File: config.mk
export PLATFORM = sky130hd
export DESIGN_NAME = multi_cycle_control
export DESIGN_NICKNAME = d
export VERILOG_FILES = /design/src/rtl/cpu_ctrl_pkg.sv /design/src/rtl/mem_wait_timer.sv /design/src/rtl/multi_cycle_control.sv
export SDC_FILE = /design/constraint.sdc
export NUM_CORES = 1
export LEC_CHECK = 0
export BUFFER_PORTS_ARGS = -buffer_cell sky130_fd_sc_hd__buf_2
export CAP_MARGIN = 20
export CORE_MARGIN = 2
export CORE_UTILIZATION = 35
export CTS_CLUSTER_SIZE = 10
export DETAILED_ROUTE_END_ITERATION = 7
export GPL_TIMING_DRIVEN = 1
export PLACE_DENSITY_LB_ADDON = 0.05
export SLEW_MARGIN = 0
export SYNTH_ARGS = -nofsm -noshare
export SYNTH_HDL_FRONTEND = slang
export SYNTH_SLANG_ARGS = --single-unit
File: constraint.sdc
create_clock -name clk -period 1.8 [get_ports clk]
set_clock_uncertainty 0.15 [all_clocks]
set_input_delay 0.36 -clock clk [delete_from_list [all_inputs] [get_ports clk]]
set_output_delay 0.36 -clock clk [all_outputs]
set_load 0.01 [all_outputs]
File: src/rtl/cpu_ctrl_pkg.sv
// ============================================================================
// Module : cpu_ctrl_pkg
// Brief  : Shared state encodings, datapath select codes and opcodes for the
//          multi-cycle control unit.
// Rev    : 1.0 - initial release
// ============================================================================
`default_nettype none

package cpu_ctrl_pkg;

  typedef enum logic [3:0] {
    ST_FETCH    = 4'd0,
    ST_DECODE   = 4'd1,
    ST_EXEC_R   = 4'd2,
    ST_R_WB     = 4'd3,
    ST_EXEC_I   = 4'd4,
    ST_I_WB     = 4'd5,
    ST_MEM_ADDR = 4'd6,
    ST_MEM_RD   = 4'd7,
    ST_MEM_WB   = 4'd8,
    ST_MEM_WR   = 4'd9,
    ST_BRANCH   = 4'd10,
    ST_JUMP     = 4'd11
  } state_t;

  localparam logic [1:0] ALU_ADD      = 2'b00;
  localparam logic [1:0] ALU_SUB      = 2'b01;
  localparam logic [1:0] ALU_FUNCT    = 2'b10;
  localparam logic [1:0] ALU_LOGIC    = 2'b11;

  localparam logic [1:0] SRCB_REG     = 2'b00;
  localparam logic [1:0] SRCB_FOUR    = 2'b01;
  localparam logic [1:0] SRCB_IMM     = 2'b10;
  localparam logic [1:0] SRCB_IMM_SH2 = 2'b11;

  localparam logic [1:0] PCSRC_ALU    = 2'b00;
  localparam logic [1:0] PCSRC_ALUOUT = 2'b01;
  localparam logic [1:0] PCSRC_JUMP   = 2'b10;

  localparam logic [5:0] OP_RTYPE     = 6'b000000;
  localparam logic [5:0] OP_ANDI      = 6'b001100;
  localparam logic [5:0] OP_ORI       = 6'b001101;
  localparam logic [5:0] OP_STORE     = 6'b010000;
  localparam logic [5:0] OP_LOAD      = 6'b010001;
  localparam logic [5:0] OP_BRANCH    = 6'b010011;
  localparam logic [5:0] OP_JUMP      = 6'b011100;

  function automatic logic is_mem_state(input state_t s);
    return (s == ST_FETCH) || (s == ST_MEM_RD) || (s == ST_MEM_WR);
  endfunction

endpackage

`default_nettype wire

File: src/rtl/mem_wait_timer.sv
// ============================================================================
// Module : mem_wait_timer
// Brief  : Counts stalled memory cycles and flags a timeout at 2^WAIT_W-1.
// Rev    : 1.0 - initial release
// ============================================================================
`default_nettype none

module mem_wait_timer #(
  parameter int WAIT_W = 4
) (
  input  logic clk,
  input  logic rst_n,
  input  logic clear,
  input  logic waiting,
  input  logic ready,
  output logic timeout
);

  // The cycle that would bring the count up to the limit is the one that times out.
  localparam logic [WAIT_W-1:0] LAST_WAIT = WAIT_W'((1 << WAIT_W) - 2);

  logic [WAIT_W-1:0] cnt_q;
  logic [WAIT_W-1:0] cnt_d;

  assign timeout = waiting && !ready && (cnt_q == LAST_WAIT);

  always_comb begin
    cnt_d = cnt_q;
    if (clear || timeout) begin
      cnt_d = '0;
    end else if (waiting && !ready) begin
      cnt_d = cnt_q + 1'b1;
    end
  end

  always_ff @(posedge clk or negedge rst_n) begin
    if (!rst_n) begin
      cnt_q <= '0;
    end else begin
      cnt_q <= cnt_d;
    end
  end

endmodule

`default_nettype wire

File: src/rtl/multi_cycle_control.sv
// ============================================================================
// Module : multi_cycle_control
// Brief  : Moore-style multi-cycle CPU control FSM with memory handshake and
//          stall timeout.
// Rev    : 1.0 - initial release
// ============================================================================
`default_nettype none

module multi_cycle_control
  import cpu_ctrl_pkg::*;
#(
  parameter int OPCODE_W      = 6,
  parameter int MEM_HANDSHAKE = 1,
  parameter int WAIT_W        = 4
) (
  input  logic                clk,
  input  logic                rst_n,
  input  logic [OPCODE_W-1:0] opcode,
  input  logic                mem_ready,
  output logic                pc_write,
  output logic                pc_write_cond,
  output logic                ir_write,
  output logic                i_or_d,
  output logic                mem_read,
  output logic                mem_write,
  output logic                reg_write,
  output logic                reg_dst,
  output logic                mem_to_reg,
  output logic                alu_src_a,
  output logic [1:0]          alu_src_b,
  output logic [1:0]          alu_op,
  output logic                alu_logic_or,
  output logic [1:0]          pc_source,
  output logic                illegal_op,
  output logic                mem_timeout,
  output logic [3:0]          state
);

  state_t              state_q;
  state_t              state_d;
  logic [OPCODE_W-1:0] opcode_q;
  logic                illegal_q;
  logic                illegal_d;
  logic                timeout_q;

  logic w_waiting;
  logic w_mem_done;
  logic w_timeout;
  logic w_clear;

  assign w_waiting  = (MEM_HANDSHAKE != 0) && is_mem_state(state_q);
  assign w_mem_done = (MEM_HANDSHAKE == 0) || mem_ready;
  assign w_clear    = (state_d != state_q);

  mem_wait_timer #(
    .WAIT_W (WAIT_W)
  ) u_wait_timer (
    .clk     (clk),
    .rst_n   (rst_n),
    .clear   (w_clear),
    .waiting (w_waiting),
    .ready   (mem_ready),
    .timeout (w_timeout)
  );

  always_comb begin
    state_d       = state_q;
    illegal_d     = 1'b0;
    pc_write      = 1'b0;
    pc_write_cond = 1'b0;
    ir_write      = 1'b0;
    i_or_d        = 1'b0;
    mem_read      = 1'b0;
    mem_write     = 1'b0;
    reg_write     = 1'b0;
    reg_dst       = 1'b0;
    mem_to_reg    = 1'b0;
    alu_src_a     = 1'b0;
    alu_src_b     = SRCB_REG;
    alu_op        = ALU_ADD;
    alu_logic_or  = 1'b0;
    pc_source     = PCSRC_ALU;

    case (state_q)
      ST_FETCH: begin
        mem_read  = 1'b1;
        ir_write  = 1'b1;
        alu_src_b = SRCB_FOUR;
        // PC only advances on the cycle the instruction word actually arrives.
        if (w_mem_done) begin
          pc_write = 1'b1;
          state_d  = ST_DECODE;
        end
      end
      ST_DECODE: begin
        alu_src_b = SRCB_IMM_SH2;
        case (opcode)
          OPCODE_W'(OP_RTYPE):                     state_d = ST_EXEC_R;
          OPCODE_W'(OP_ANDI), OPCODE_W'(OP_ORI):   state_d = ST_EXEC_I;
          OPCODE_W'(OP_STORE), OPCODE_W'(OP_LOAD): state_d = ST_MEM_ADDR;
          OPCODE_W'(OP_BRANCH):                    state_d = ST_BRANCH;
          OPCODE_W'(OP_JUMP):                      state_d = ST_JUMP;
          default: begin
            state_d   = ST_FETCH;
            illegal_d = 1'b1;
          end
        endcase
      end
      ST_EXEC_R: begin
        alu_src_a = 1'b1;
        alu_op    = ALU_FUNCT;
        state_d   = ST_R_WB;
      end
      ST_R_WB: begin
        reg_write = 1'b1;
        reg_dst   = 1'b1;
        state_d   = ST_FETCH;
      end
      ST_EXEC_I: begin
        alu_src_a    = 1'b1;
        alu_src_b    = SRCB_IMM;
        alu_op       = ALU_LOGIC;
        alu_logic_or = opcode_q[0];
        state_d      = ST_I_WB;
      end
      ST_I_WB: begin
        reg_write = 1'b1;
        state_d   = ST_FETCH;
      end
      ST_MEM_ADDR: begin
        alu_src_a = 1'b1;
        alu_src_b = SRCB_IMM;
        state_d   = (opcode_q == OPCODE_W'(OP_LOAD)) ? ST_MEM_RD : ST_MEM_WR;
      end
      ST_MEM_RD: begin
        mem_read = 1'b1;
        i_or_d   = 1'b1;
        if (w_mem_done) begin
          state_d = ST_MEM_WB;
        end else if (w_timeout) begin
          state_d = ST_FETCH;
        end
      end
      ST_MEM_WB: begin
        reg_write  = 1'b1;
        mem_to_reg = 1'b1;
        state_d    = ST_FETCH;
      end
      ST_MEM_WR: begin
        mem_write = 1'b1;
        i_or_d    = 1'b1;
        if (w_mem_done || w_timeout) begin
          state_d = ST_FETCH;
        end
      end
      ST_BRANCH: begin
        alu_src_a     = 1'b1;
        alu_op        = ALU_SUB;
        pc_write_cond = 1'b1;
        pc_source     = PCSRC_ALUOUT;
        state_d       = ST_FETCH;
      end
      ST_JUMP: begin
        pc_write  = 1'b1;
        pc_source = PCSRC_JUMP;
        state_d   = ST_FETCH;
      end
      default: state_d = ST_FETCH;
    endcase
  end

  always_ff @(posedge clk or negedge rst_n) begin
    if (!rst_n) begin
      state_q   <= ST_FETCH;
      opcode_q  <= '0;
      illegal_q <= 1'b0;
      timeout_q <= 1'b0;
    end else begin
      state_q   <= state_d;
      if (state_q == ST_DECODE) begin
        opcode_q <= opcode;
      end
      illegal_q <= illegal_d;
      timeout_q <= w_timeout;
    end
  end

  assign illegal_op  = illegal_q;
  assign mem_timeout = timeout_q;
  assign state       = state_q;

endmodule

`default_nettype wire

; ---- Word level (Yosys, flattened, before mapping)
; Index checks and enable logic that the tools add are counted.
[op_classes]
eq_ne = 20
n_reduce_logical = 18
muxes = 26
add_sub_neg = 1
[ops]
columns = operator, count
row1 = "6-bit by 5-bit == test with 1-bit output, second input constant", 5
row2 = 4-bit 2-to-1 mux, 7
row3 = 4-bit case mux with 7 select lines, 1
row4 = "4-bit == test, second input constant", 5
row5 = 4-bit case mux with 5 select lines, 1
row6 = "4-bit by 3-bit == test with 1-bit output, second input constant", 4
row7 = 1-bit 2-to-1 mux, 13
row8 = "6-bit by 4-bit == test with 1-bit output, second input constant", 2
row9 = 2-bit case mux with 3 select lines, 2
row10 = 2-bit OR reduction, 5
row11 = "4-bit by 2-bit == test with 1-bit output, second input constant", 2
row12 = 7-bit OR reduction, 1
row13 = 6-bit logical NOT, 1
row14 = "4-bit by 1-bit adder with 4-bit output, second input constant", 1
row15 = "4-bit by 1-bit == test with 1-bit output, second input constant", 1
row16 = 4-bit logical NOT, 1
row17 = 1-bit logical OR, 4
row18 = 4-bit != test, 1
row19 = 2-bit case mux with 2 select lines, 1
row20 = 4-bit OR reduction, 1
row21 = 3-bit OR reduction, 1
row22 = 1-bit logical AND, 2
row23 = 1-bit case mux with 2 select lines, 1
row24 = 2-bit nonzero test, 1
row25 = 1-bit logical NOT, 1
[word_totals]
input_bits = 9
wordCells = 70
register_bits = 16

; ---- Longest topological paths before layout
; Gate-level depths: netlist (run 1).
[depth]
ltp_word = 11
ltp_mapped = 7
depth_no_buf = 7

; ---- Hierarchy
; Synthesis (run 1) repeated with hierarchy kept, for this count alone.
[hier_totals]
cells_unflattened = 120
hier_area_um2 = 1106.1
[by_module_without_submodules]
columns = module, seq_area_each_um2, n_inst, cells_each, area_each_um2
row1 = multi_cycle_control, 300.3, 1, 97, 853.3
row2 = mem_wait_timer, 100.1, 1, 23, 252.7

; ---- Worst setup path before layout (run 1)
; No wires, ideal clock.
[synth_path]
path_type = reg2out
start = register state_q[0] (netlist: state[0])
end = output port reg_write
required_ns = 1.290
path_slack_ns = -0.080
arrival_ns = 1.370
stages_incl_launch_ff = 5
path_cell_list = dfrtp_1 buf_6 clkbuf_1 nor3_1 o21bai_1
[synth_between]
elab_chain_cells = 3
word_cells_on_any_way = 5
cone_classes = 3 x eq/ne / 1 x mux / 1 x reduce/logical
[synth_lines]
columns = item, line
row1 = start: declaration, multi_cycle_control.sv:39  ; state_t state_q;
row2 = start signal: assignment, multi_cycle_control.sv:179  ; state_q <= state_d;
row3 = "4-bit == test, or another cell as far along", multi_cycle_control.sv:84  ; case (state_q)
row4 = 3-bit OR reduction (no source line) *, --
row5 = 1-bit 2-to-1 mux *, multi_cycle_control.sv:84
row6 = end: declaration, multi_cycle_control.sv:26  ; output logic reg_write,
; Every way passes the cells marked *; elsewhere a longest branch is shown, timed or not.

; ---- Worst setup path after layout (run 1)
[layout_path]
start = register state_q[2] (netlist: state[2])
end = output port mem_read
[layout_between]
elab_chain_cells = 3
word_cells_on_any_way = 4
cone_classes = 1 x eq/ne / 1 x mux / 2 x reduce/logical
[layout_lines]
columns = item, line
row1 = 4-bit by 3-bit == test with 1-bit output / 4-bit logical NOT (equally long branches), multi_cycle_control.sv:84
row2 = 2-bit OR reduction (no source line) *, --
row3 = 1-bit 2-to-1 mux *, multi_cycle_control.sv:84
row4 = end: declaration, multi_cycle_control.sv:24  ; output logic mem_read,
; Marked as above.

==> flow_metrics.tcl, run 1 <==
set metrics [dict create \
    core_area_um2 3390 \
    final_nets 218 \
    finalMaxSlewViolations 0 \
    static-leakage-power_uw 0.000993 \
    count_of_antenna_diodes_in_the_layout 0 \
    irDropWorstVdd_v 0.000445 \
    timing.final.crit_share_pct 110 \
    startpoint_types "flop" \
    route.detailed.vias_per_inst 5.01 \
    die_h_um 63.8 \
    grt_overflow_total 0 \
    path_cells "buf_12 -> or3_4 -> a21oi_2 -> buf_2" \
    detail_route.wl_per_cell_um 13.4 \
    syn_area_um2 1250 \
    grt_antenna_before_repair 0 \
    worst-slew-pin-transition_ps 363 \
    run_status "finished with violations" \
    postLayoutCellArea_um2 2060 \
    timing.hold.worst.class "input port to flop" \
    total_via_count_in_the_routed_design 1263 \
    dp.final_hpwl_um 2370 \
    cp_slowest_cell "dfrtp_2" \
    ctsRootBufferMaster "clkbuf_4" \
    crit_required_ps 1290 \
    finalCriticalPeriod_ps 1970 \
    syn_inst 135 \
    tritoncts "done" \
    cap_viol_max_count 0 \
    ctsLongestPathBuffers 2 \
    endpoint_kind "primary output" \
    clk_transition_reported_paths_ps 100 \
    detail-route-antenna-nets 0 \
    fillerInstances 296 \
    cts_sinks 16 \
    initial_core_util_pct 36.9 \
    ys_async_sr_fraction_pct 100 \
    ios 32 \
    timing_worst_setup_path_type "flop to primary output" \
    grt_pass1_vias 1249 \
    worst_ep_arrival_time_ps 1460 \
    drt-initial-drc-count 49 \
    drt_first_pass_iters 4 \
    cts.htree.levels 1 \
    critical-path-max-stage-delay_ps 430 \
    path_buf_inv 2 \
    timing.critical_path.fanout_max 8 \
    synth.ff_latch_count 16 \
    slew-limit-headroom_pct 75.8 \
    fp.dieArea_um2 4070 \
    ys.flop_type "dfrtp_1" \
    post_route_cells_drive_above_1_share_pct 61.7 \
    drc_errors 0 \
    syn_to_final_growth_pct 65.0 \
    rsz0062_at_grt "yes" \
    route.final.wire_length_um 3380 \
    ys_types 52 \
    rrSetupSlack_ps -40 \
    postPlaceCellArea_um2 1570 \
    whs_ps 231 \
    placementRows 21 \
    cell_pwr_density_nw_per_um2 897 \
    setup_viol 23 \
    ys.warnings.count 0 \
    gp_congestion 0.860 \
    synth_nets 146 \
    die_x_um 63.8 \
    max_clock_freq_mhz 507 \
    pin_count_of_the_biggest_net_entering_global_routing 17 \
    grt_use_total_pct 17.2 \
    cts-buffers-inserted 3 \
    synth_edf_count 0 \
    clock_insertion_delay_worst_skew_ps 290 \
    final_hold_viol_count 0 \
    syn_area_per_cell_um2 9.26 \
    grt_pass1_wl_um 5640 \
    path_delay_family "flip-flops" \
    synth_sequential_area_ratio_pct 32.0 \
    final_critical_path_setup_slack_ps -172 \
    violations "setup timing" \
    place.port_buffers 31 \
]
-- layer usage --
metal  wire length, µm  GRT usage, %
met4                44          7.07
met5                 0             0
met3               116          2.29
met1              1490          21.6
met2              1730          29.7
-- report_power, final --
group | internal [µW] | leakage, µW | switching (µW)
Clock | 123 | 0.0000210 | 117
Sequential | 456 | 0.000201 | 72.1
Combinational | 621 | 0.000771 | 461
-- final timing paths --
path,endpoint,cells after the start,startpoint
worst max-delay path,mem_read,4,state[2]
worst min-delay path,opcode_q[5],3,opcode[5]
worst max register to register,u_wait_timer.cnt_q[3],7,state[0]
worst min register to register,opcode_q[2],1,opcode_q[2]
max in group asynchronous,state[1],2,rst_n
min in group asynchronous,u_wait_timer.cnt_q[0],2,rst_n
-- stage by stage --
stage	cells	total power (µW)	worst slack (ps)	TNS, ps	util, %
2_1_floorplan	135	1000	20.3	0	-
5_1_grt	252	1990	-233	-3320	60.8
3_3_place_gp	222	1270	34.4	0	46.4
6_report	252	1850	-172	-1520	60.8
4_1_cts	242	1670	-197	-2020	54.1
3_5_place_dp	222	1270	14.2	0	46.4
-- placed cells by master, fill, tap and decap left out, drive strengths merged, types with 3 or more instances in the layout --
| cell | instances |
|---|---|
| nand3 | 7 |
| inv | 4 |
| nor2 | 18 |
| clkbuf | 4 |
| nor3 | 6 |
| a21oi | 7 |
| o21ai | 4 |
| nand2b | 3 |
| nand2 | 9 |
| dfrtp | 16 |
| buf | 76 |
| mux2 | 5 |
| nor4b | 3 |
| and3 | 3 |
| xnor2 | 4 |
-- worst register-to-register path: cells and delay by family (launching register included) --
kind	cells	cell delay, ps
AOI/OAI and AO/OA	1	280
buffers and inverters	2	290
DFF	1	470
and+or+nand+nor	4	590
-- kinds of logic after synthesis --
logic type	count (synthesis)	synth area share, %
AO/OA/AOI/OAI	26	15.8
adder cells (fa/ha/maj)	2	2.00
AND/OR/NAND/NOR	66	34.5
multiplexers	6	5.31
buffers and inverters	14	6.81
flip-flops	16	32.0
XOR/XNOR	5	3.50
-- registers in the layout, summed over array words and instances (netlist names) --
signal and flops:
illegal_op 1, mem_timeout 1, opcode_q 6, state 4, u_wait_timer.cnt_q 4
-- area by class of cell --
| class | count | area [µm²] | area share (%) |
|---|---|---|---|
| repair buffers | 77 | 609 | 29.6 |
| flip-flops and latches | 16 | 405 | 19.7 |
| clock buffers | 4 | 36.3 | 1.76 |
| inverters | 4 | 15.0 | 0.728 |
| well taps | 46 | 57.6 | 2.79 |
| multi-input cells | 105 | 938 | 45.5 |
-- cells in the mapped netlist, drive strengths merged (2+ instances only) --
cell / count / area [µm²]
a21oi: 7 / 35.0
a221oi: 2 / 23.8
and3: 3 / 18.8
buf: 6 / 55.1
clkbuf: 4 / 15.0
dfrtp: 16 / 400
ha: 2 / 25.0
inv: 4 / 15.0
mux2: 5 / 56.3
nand2: 9 / 33.8
nand2b: 3 / 18.8
nand3: 7 / 40.0
nand3b: 2 / 15.0
nand4b: 2 / 32.5
nor2: 18 / 70.1
nor2b: 2 / 12.5
nor3: 6 / 35.0
nor4b: 3 / 41.3
o21ai: 4 / 23.8
o31ai: 2 / 15.0
or2b: 2 / 15.0
xnor2: 4 / 35.0
-- timing repair --
item	in CTS	in global routing
hold buffers	1	0
pin swaps	9	19
setup endpoints to repair	18	26
setup buffers	15	10
hold endpoints to repair	16	0
resized for setup	27	38
Power figures use the tool's default switching activity.
==> run 2, diff against run 1 <==
Settings changed: ABC_AREA set to 1, SYNTH_HIERARCHICAL set to 1.
==> run 2 against run 1 <==
Effect of this change:
- the run still ends with setup timing left
- first-iteration DRC count decreased by 8.2%
- core utilization increased by 2.6 points
- critical endpoint is now u_wait_timer/cnt_q[1]
- sequential power increased by 6.4%
- global-route usage increased by 2.7 points
- synthesized cell count increased by 20%
- worst hold slack got worse by 95 ps
- critical path type is now flop to flop
- register-to-register slack got worse by 300 ps
- sequential cell count unchanged
- sequential share of layout area increased by 1.4 points
- wire length increased by 2.3%
==> flow_metrics.tcl, run 2 <==
set metrics [dict create \
    run_status "finished with violations" \
    violations "setup timing" \
    clock_insertion_delay_worst_skew_ps 290 \
    seq_power_share_pct 24.3 \
    netSwitchingPower_uw 967 \
    final_hold_viol_count 0 \
    syn_to_final_growth_pct 74.6 \
    synth-compound-area-share_pct 7.51 \
    syn_area_per_cell_um2 6.79 \
    combinationalPowerShare_pct 65.4 \
    placementRows 20 \
    setup_viol 21 \
    max_clock_freq_mhz 467 \
    power_switching_share_pct 41.8 \
    timing.hold.worst_path_depth 3 \
    synth_nets 173 \
    ys.warnings.count 6 \
    ctsRootBufferMaster "clkbuf_4" \
    drt-initial-drc-count 45 \
    ios 32 \
    drt_first_pass_iters 4 \
    place.port_buffers 31 \
    postPlaceCellArea_um2 1560 \
    path_buf_inv 2 \
    ctsLongestPathBuffers 2 \
    synth_largest_type_area_fraction_pct 36.4 \
    worstReg2RegEnd "u_wait_timer/cnt_q[1]" \
    fp.dieArea_um2 3610 \
    grt_use_total_pct 19.9 \
    crit_required_ps 1880 \
    synth-adder-area-share_pct 2.28 \
    rr_worst_depth 16 \
    route.final.wire_length_um 3450 \
    finalCriticalPeriod_ps 2140 \
    grt_pass1_vias 1259 \
    route.detailed.vias_per_inst 4.53 \
    regToRegStartpoint "state[0]" \
    leading_cell_type_in_the_layout_fill_and_taps_excluded "nand2_1" \
    worst-slew-pin-transition_ps 429 \
    synth_top_family_by_area "simple AND/OR/NAND/NOR gates" \
    grt_overflow_total 0 \
    cell_pwr_density_nw_per_um2 1210 \
    most-common-layout-cells "nand2_1 (37), buf_4 (33), buf_2 (24), nor2_1 (18), buf_6 (18)" \
    clock_power_share_pct 10.4 \
    total_power_uw 2320 \
    synth_top_cells_by_count "nand2_1 (41), nor2_1 (30), inv_1 (19), dfrtp_1 (16), nand3_1 (13)" \
    instances_no_fill 285 \
    ys.flop_type "dfrtp_1" \
    finalMaxSlewViolations 0 \
    final_critical_path_setup_slack_ps -342 \
    synthMuxAreaShare_pct 0 \
    grt_pass1_wl_um 5400 \
    synth_xor_xnor_area_share_pct 0.796 \
    cts_sinks 16 \
    synth_sequential_area_ratio_pct 36.4 \
    synth_edf_count 0 \
    irDropWorstVdd_v 0.000671 \
    tritoncts "done" \
    yosysMostFrequentCell "nand2_1" \
    timing.critical_path.fanout_max 4 \
    timing_worst_setup_path_type "flop to flop" \
    synth.ff_latch_count 16 \
    startpoint_of_the_tightest_hold_check_path "opcode[2]" \
    count_of_antenna_diodes_in_the_layout 0 \
    clk_transition_reported_paths_ps 100 \
    die_h_um 60.1 \
    cap_viol_max_count 0 \
    total_via_count_in_the_routed_design 1292 \
    path_cells "nor2_4 -> inv_2 -> nor2_4 -> inv_2 -> nand3_2 -> nand2_4 -> nor2_4 -> nor2_4 -> nand3_2 -> nand2_1 -> nor2_2 -> nand3_1 -> nand2_1 -> nand3_2 -> o21bai_4 -> a21oi_2" \
    core_area_um2 3030 \
    timing.hold.worst.class "input port to flop" \
    final_nets 253 \
    grt_antenna_before_repair 0 \
    initial_core_util_pct 36.3 \
    die_x_um 60.1 \
    syn_area_um2 1100 \
    worst_ep_arrival_time_ps 2220 \
    rsz0062_at_grt "yes" \
    ys_types 25 \
    cts-buffers-inserted 3 \
    largest-register "opcode_q" \
    drc_errors 0 \
    cp_slowest_cell "dfrtp_2" \
    dp_cells 263 \
    detail_route.wl_per_cell_um 12.1 \
    cts.htree.levels 1 \
    syn_inst 162 \
    gp_congestion 0.880 \
    p_int_uw 1350 \
    postLayoutCellArea_um2 1920 \
    slew-limit-headroom_pct 71.2 \
    dp.final_hpwl_um 2390 \
    timing.final.crit_share_pct 119 \
    detail-route-antenna-nets 0 \
    ys_async_sr_fraction_pct 100 \
    pin_count_of_the_biggest_net_entering_global_routing 17 \
    rrSetupSlack_ps -340 \
    largest_reg_flops 6 \
    endpoint_kind "flop" \
    startpoint_types "flop" \
    path_delay_family "simple AND/OR/NAND/NOR gates" \
    crit_top_cell "nor2_4" \
    synth_top_cells_by_area "dfrtp_1 (36%), nand2_1 (14%), nor2_1 (10%)" \
    post_route_cells_drive_above_1_share_pct 54.8 \
    synth_area_in_simple_gates_pct 43.8 \
    hold-path-endpoint "opcode_q[2]" \
    critical-path-max-stage-delay_ps 470 \
    synth.largest_area_cell "dfrtp_1" \
    static-leakage-power_uw 0.00102 \
]
## run 2: per-stage QoR
| step | worst slack (ps) | hold WS [ps] | setup TNS, ps | util (%) |
|---|---|---|---|---|
| after detailed placement | -328 | 155 | -1260 | 51.6 |
| after floorplan | -289 | -85.6 | -1110 | - |
| after global placement | -278 | 157 | -1020 | 51.6 |
| after global routing | -465 | 149 | -5250 | 63.4 |
| final | -342 | 137 | -3470 | 63.4 |
| after CTS | -294 | 134 | -2400 | 59.5 |
## run 2: layout make-up
class / instances / area, µm²
Tap cell: 44 / 55.1
Multi-Input combinational cell: 120 / 749
Inverter: 25 / 93.8
Fill cell: 267 / 1110
Sequential cell: 16 / 405
Clock buffer: 4 / 36.3
Timing Repair Buffer: 76 / 581
## run 2: power groups by stage
stage | logic [µW] | registers (µW) | clock network [µW]
6_report | 1510 | 562 | 240
5_1_grt | 1640 | 577 | 271
4_1_cts | 1340 | 564 | 250
3_5_place_dp | 1120 | 568 | 0
3_3_place_gp | 1110 | 565 | 0
2_1_floorplan | 626 | 578 | 0
## run 2: how the worst max path moves through the flow
stage / startpoint / endpoint / slack, ps / cells after the start
after floorplan: state[3] / u_wait_timer/cnt_q[1] / -290 / 16
after global routing: state[0] / u_wait_timer/cnt_q[1] / -460 / 16
after detailed placement: state[0] / u_wait_timer/cnt_q[1] / -330 / 16
final: state[0] / u_wait_timer/cnt_q[1] / -340 / 16
after global placement: state[0] / u_wait_timer/cnt_q[1] / -280 / 16
after CTS: state[0] / u_wait_timer/cnt_q[1] / -290 / 16
## run 2: what timing repair did
action / CTS / global route
setup endpoints to repair: 19 / 24
pin swaps: 6 / 5
endpoints found under the hold margin: 16 / 0
cloned: 0 / 0
gates resized for setup: 32 / 13
hold buffers: 1 / 0
buffers inserted: 9 / 8
## run 2: cells by family (layout without fill, tap and decap cells)
family | count (synthesis) | after routing
and+or+nand+nor | 104 | 104
AOI/OAI and AO/OA | 13 | 13
xor gates and xnor gates | 1 | 1
DFF | 16 | 16
adders and majority gates | 2 | 2
buffers and inverters | 26 | 105
## run 2: worst register-to-register path: cells and delay by family (launching register included)
family | cells | cell delay, ps
AOI/OAI and AO/OA | 2 | 300
buffers and inverters | 2 | 120
DFF | 1 | 470
and+or+nand+nor | 12 | 1050
## run 2: per-layer routing
| metal | share of wire [%] | track usage [%] | vias to the layer above |
|---|---|---|---|
| met1 | 43 | 24.2 | 601 |
| met5 | 0 | 0 | - |
| li1 | - | - | 661 |
| met3 | 3.0 | 2.81 | 4 |
| met2 | 53 | 35.7 | 26 |
| met4 | 0.87 | 6.35 | 0 |
==> run 3, diff against run 2 <==
Settings changed: MAX_ROUTING_LAYER set to met4.
==> run 3 against run 2 <==
Effect of this change:
- the flow still finishes with violations (setup timing)
- sequential share of layout area did not move
- clock-buffer cell count unchanged
- worst hold slack got worse by 0.64 ps
- sequential power about the same
- combinational power about the same
- maximum frequency up 0.24%
- clock power about the same
- global-route usage increased by 0.58 points
- wire length fell by 0.43%
- critical endpoint unchanged
- via count grew 0.39%
- critical path depth is the same
- setup slack gained 5.2 ps
==> flow_metrics.tcl, run 3 (synthesis gave the netlist of run 2 again) <==
set metrics [dict create \
    cell_pwr_density_nw_per_um2 1200 \
    finalCriticalPeriod_ps 2140 \
    cts_sinks 16 \
    critical-path-max-stage-delay_ps 470 \
    grt_pass1_wl_um 5390 \
    cp_slowest_cell "dfrtp_2" \
    instances_no_fill 285 \
    leading_cell_type_in_the_layout_fill_and_taps_excluded "nand2_1" \
    timing.final.crit_share_pct 119 \
    tritoncts "done" \
    path_cells "nor2_4 -> inv_2 -> nor2_4 -> inv_2 -> nand3_2 -> nand2_4 -> nor2_4 -> nor2_4 -> nand3_2 -> nand2_1 -> nor2_2 -> nand3_1 -> nand2_1 -> nand3_2 -> o21bai_4 -> a21oi_2" \
    gp_congestion 0.895 \
    timing.critical_path.fanout_max 4 \
    rr_worst_depth 16 \
    setup_viol 21 \
    core_area_um2 3030 \
    grt_antenna_before_repair 0 \
    syn_to_final_growth_pct 74.6 \
    worstReg2RegEnd "u_wait_timer/cnt_q[1]" \
    largest_reg_flops 6 \
    fp.dieArea_um2 3610 \
    crit_end "u_wait_timer/cnt_q[1]" \
    rrSetupSlack_ps -340 \
    clk_transition_reported_paths_ps 100 \
    startpoint "state[0]" \
    drt_first_pass_iters 4 \
    slew-limit-headroom_pct 71.2 \
    dp.final_hpwl_um 2390 \
    total_via_count_in_the_routed_design 1297 \
    most-common-layout-cells "nand2_1 (37), buf_4 (33), buf_2 (24), nor2_1 (18), buf_6 (18)" \
    cts-buffers-inserted 3 \
    placementRows 20 \
    violations "setup timing" \
    grt_use_total_pct 20.5 \
    finalMaxSlewViolations 0 \
    timing_worst_setup_path_type "flop to flop" \
    ctsLongestPathBuffers 2 \
    max_clock_freq_mhz 468 \
    clock_insertion_delay_worst_skew_ps 290 \
    whs_ps 136 \
    drc_errors 0 \
    count_of_antenna_diodes_in_the_layout 0 \
    post_route_cells_drive_above_1_share_pct 54.8 \
    detail_route.wl_per_cell_um 12.1 \
    grt_overflow_total 0 \
    cap_viol_max_count 0 \
    grt_pass1_vias 1258 \
    static-leakage-power_uw 0.00102 \
    ctsRootBufferMaster "clkbuf_4" \
    run_status "finished with violations" \
    rsz0062_at_grt "yes" \
    worst_ep_arrival_time_ps 2210 \
    irDropWorstVdd_v 0.000670 \
    crit_top_cell "nor2_4" \
    cts.htree.levels 1 \
    pin_count_of_the_biggest_net_entering_global_routing 17 \
    dp_cells 263 \
    fin_util_pct 63.4 \
    place.port_buffers 31 \
    largest-register "opcode_q" \
    startpoint_types "flop" \
    initial_core_util_pct 36.3 \
    route.detailed.vias_per_inst 4.55 \
    timing.hold.worst.class "input port to flop" \
    drt-initial-drc-count 37 \
    ios 32 \
    crit_required_ps 1880 \
    detail-route-antenna-nets 0 \
    endpoint_kind "flop" \
    die_h_um 60.1 \
    fillerInstances 267 \
    regToRegStartpoint "state[0]" \
    final_hold_viol_count 0 \
    worst-slew-pin-transition_ps 429 \
    final_nets 253 \
    final_critical_path_setup_slack_ps -337 \
    die_x_um 60.1 \
    route.final.wire_length_um 3440 \
]
[run 3: cell counts in the layout (fill, tap and decap cells not counted)]
Identical to the previous run, type by type.
[run 3: metal layers]
metal  track usage, %  share of wire [%]  vias up
li1                 -                  -      661
met1             24.2                 43      605
met2             35.7                 53       27
met3             2.81                3.1        4
met4             6.35               0.87        0
met5                -                  0        -
[run 3: final cells by class]
| type | count | area (µm²) | share of cell area [%] |
|---|---|---|---|
| timing repair buffer | 76 | 581 | 30.2 |
| sequential | 16 | 405 | 21.1 |
| multi-input combinational | 120 | 749 | 39.0 |
| clock buffer | 4 | 36.3 | 1.89 |
| inverter | 25 | 93.8 | 4.89 |
| tap | 44 | 55.1 | 2.87 |
[run 3: worst min path at each step]
| stage | start | endpoint | slack, ps | depth (start not counted) |
|---|---|---|---|---|
| floorplan | rst_n | illegal_op | -90 | 0 |
| global placement | rst_n | opcode_q[0] | 160 | 1 |
| detailed placement | rst_n | mem_timeout | 160 | 1 |
| CTS | opcode[2] | opcode_q[2] | 130 | 3 |
| global route | opcode[2] | opcode_q[2] | 150 | 3 |
| finish | opcode[2] | opcode_q[2] | 140 | 3 |
[run 3: worst max-delay path: cells and delay by family (launching register included)]
family,cells,cell delay (ps)
DFF,1,470
buffers and inverters,2,120
AOI/OAI and AO/OA,2,300
and+or+nand+nor,12,1050
[run 3: per-stage QoR]
stage / power [µW] / worst slack (ps) / setup TNS, ps / instance area, µm²
6_report: 2310 / -337 / -3430 / 1920
5_1_grt: 2490 / -465 / -5250 / 1920
4_1_cts: 2160 / -294 / -2400 / 1800
3_5_place_dp: 1690 / -328 / -1260 / 1560
3_3_place_gp: 1680 / -278 / -1020 / 1560
2_1_floorplan: 1200 / -289 / -1110 / 1160
[run 3: what timing repair did]
action                                  CTS  global route
pin swaps                                 6             5
setup buffers                             9             8
endpoints found under the hold margin    16             0
resized for setup                        32            13
hold buffers                              1             0
endpoints found under the setup margin   19            24
[run 3: power breakdown]
part,internal (µW),switching [µW]
clock,123,117
combinational,748,763
sequential,476,86.0
total,1350,966
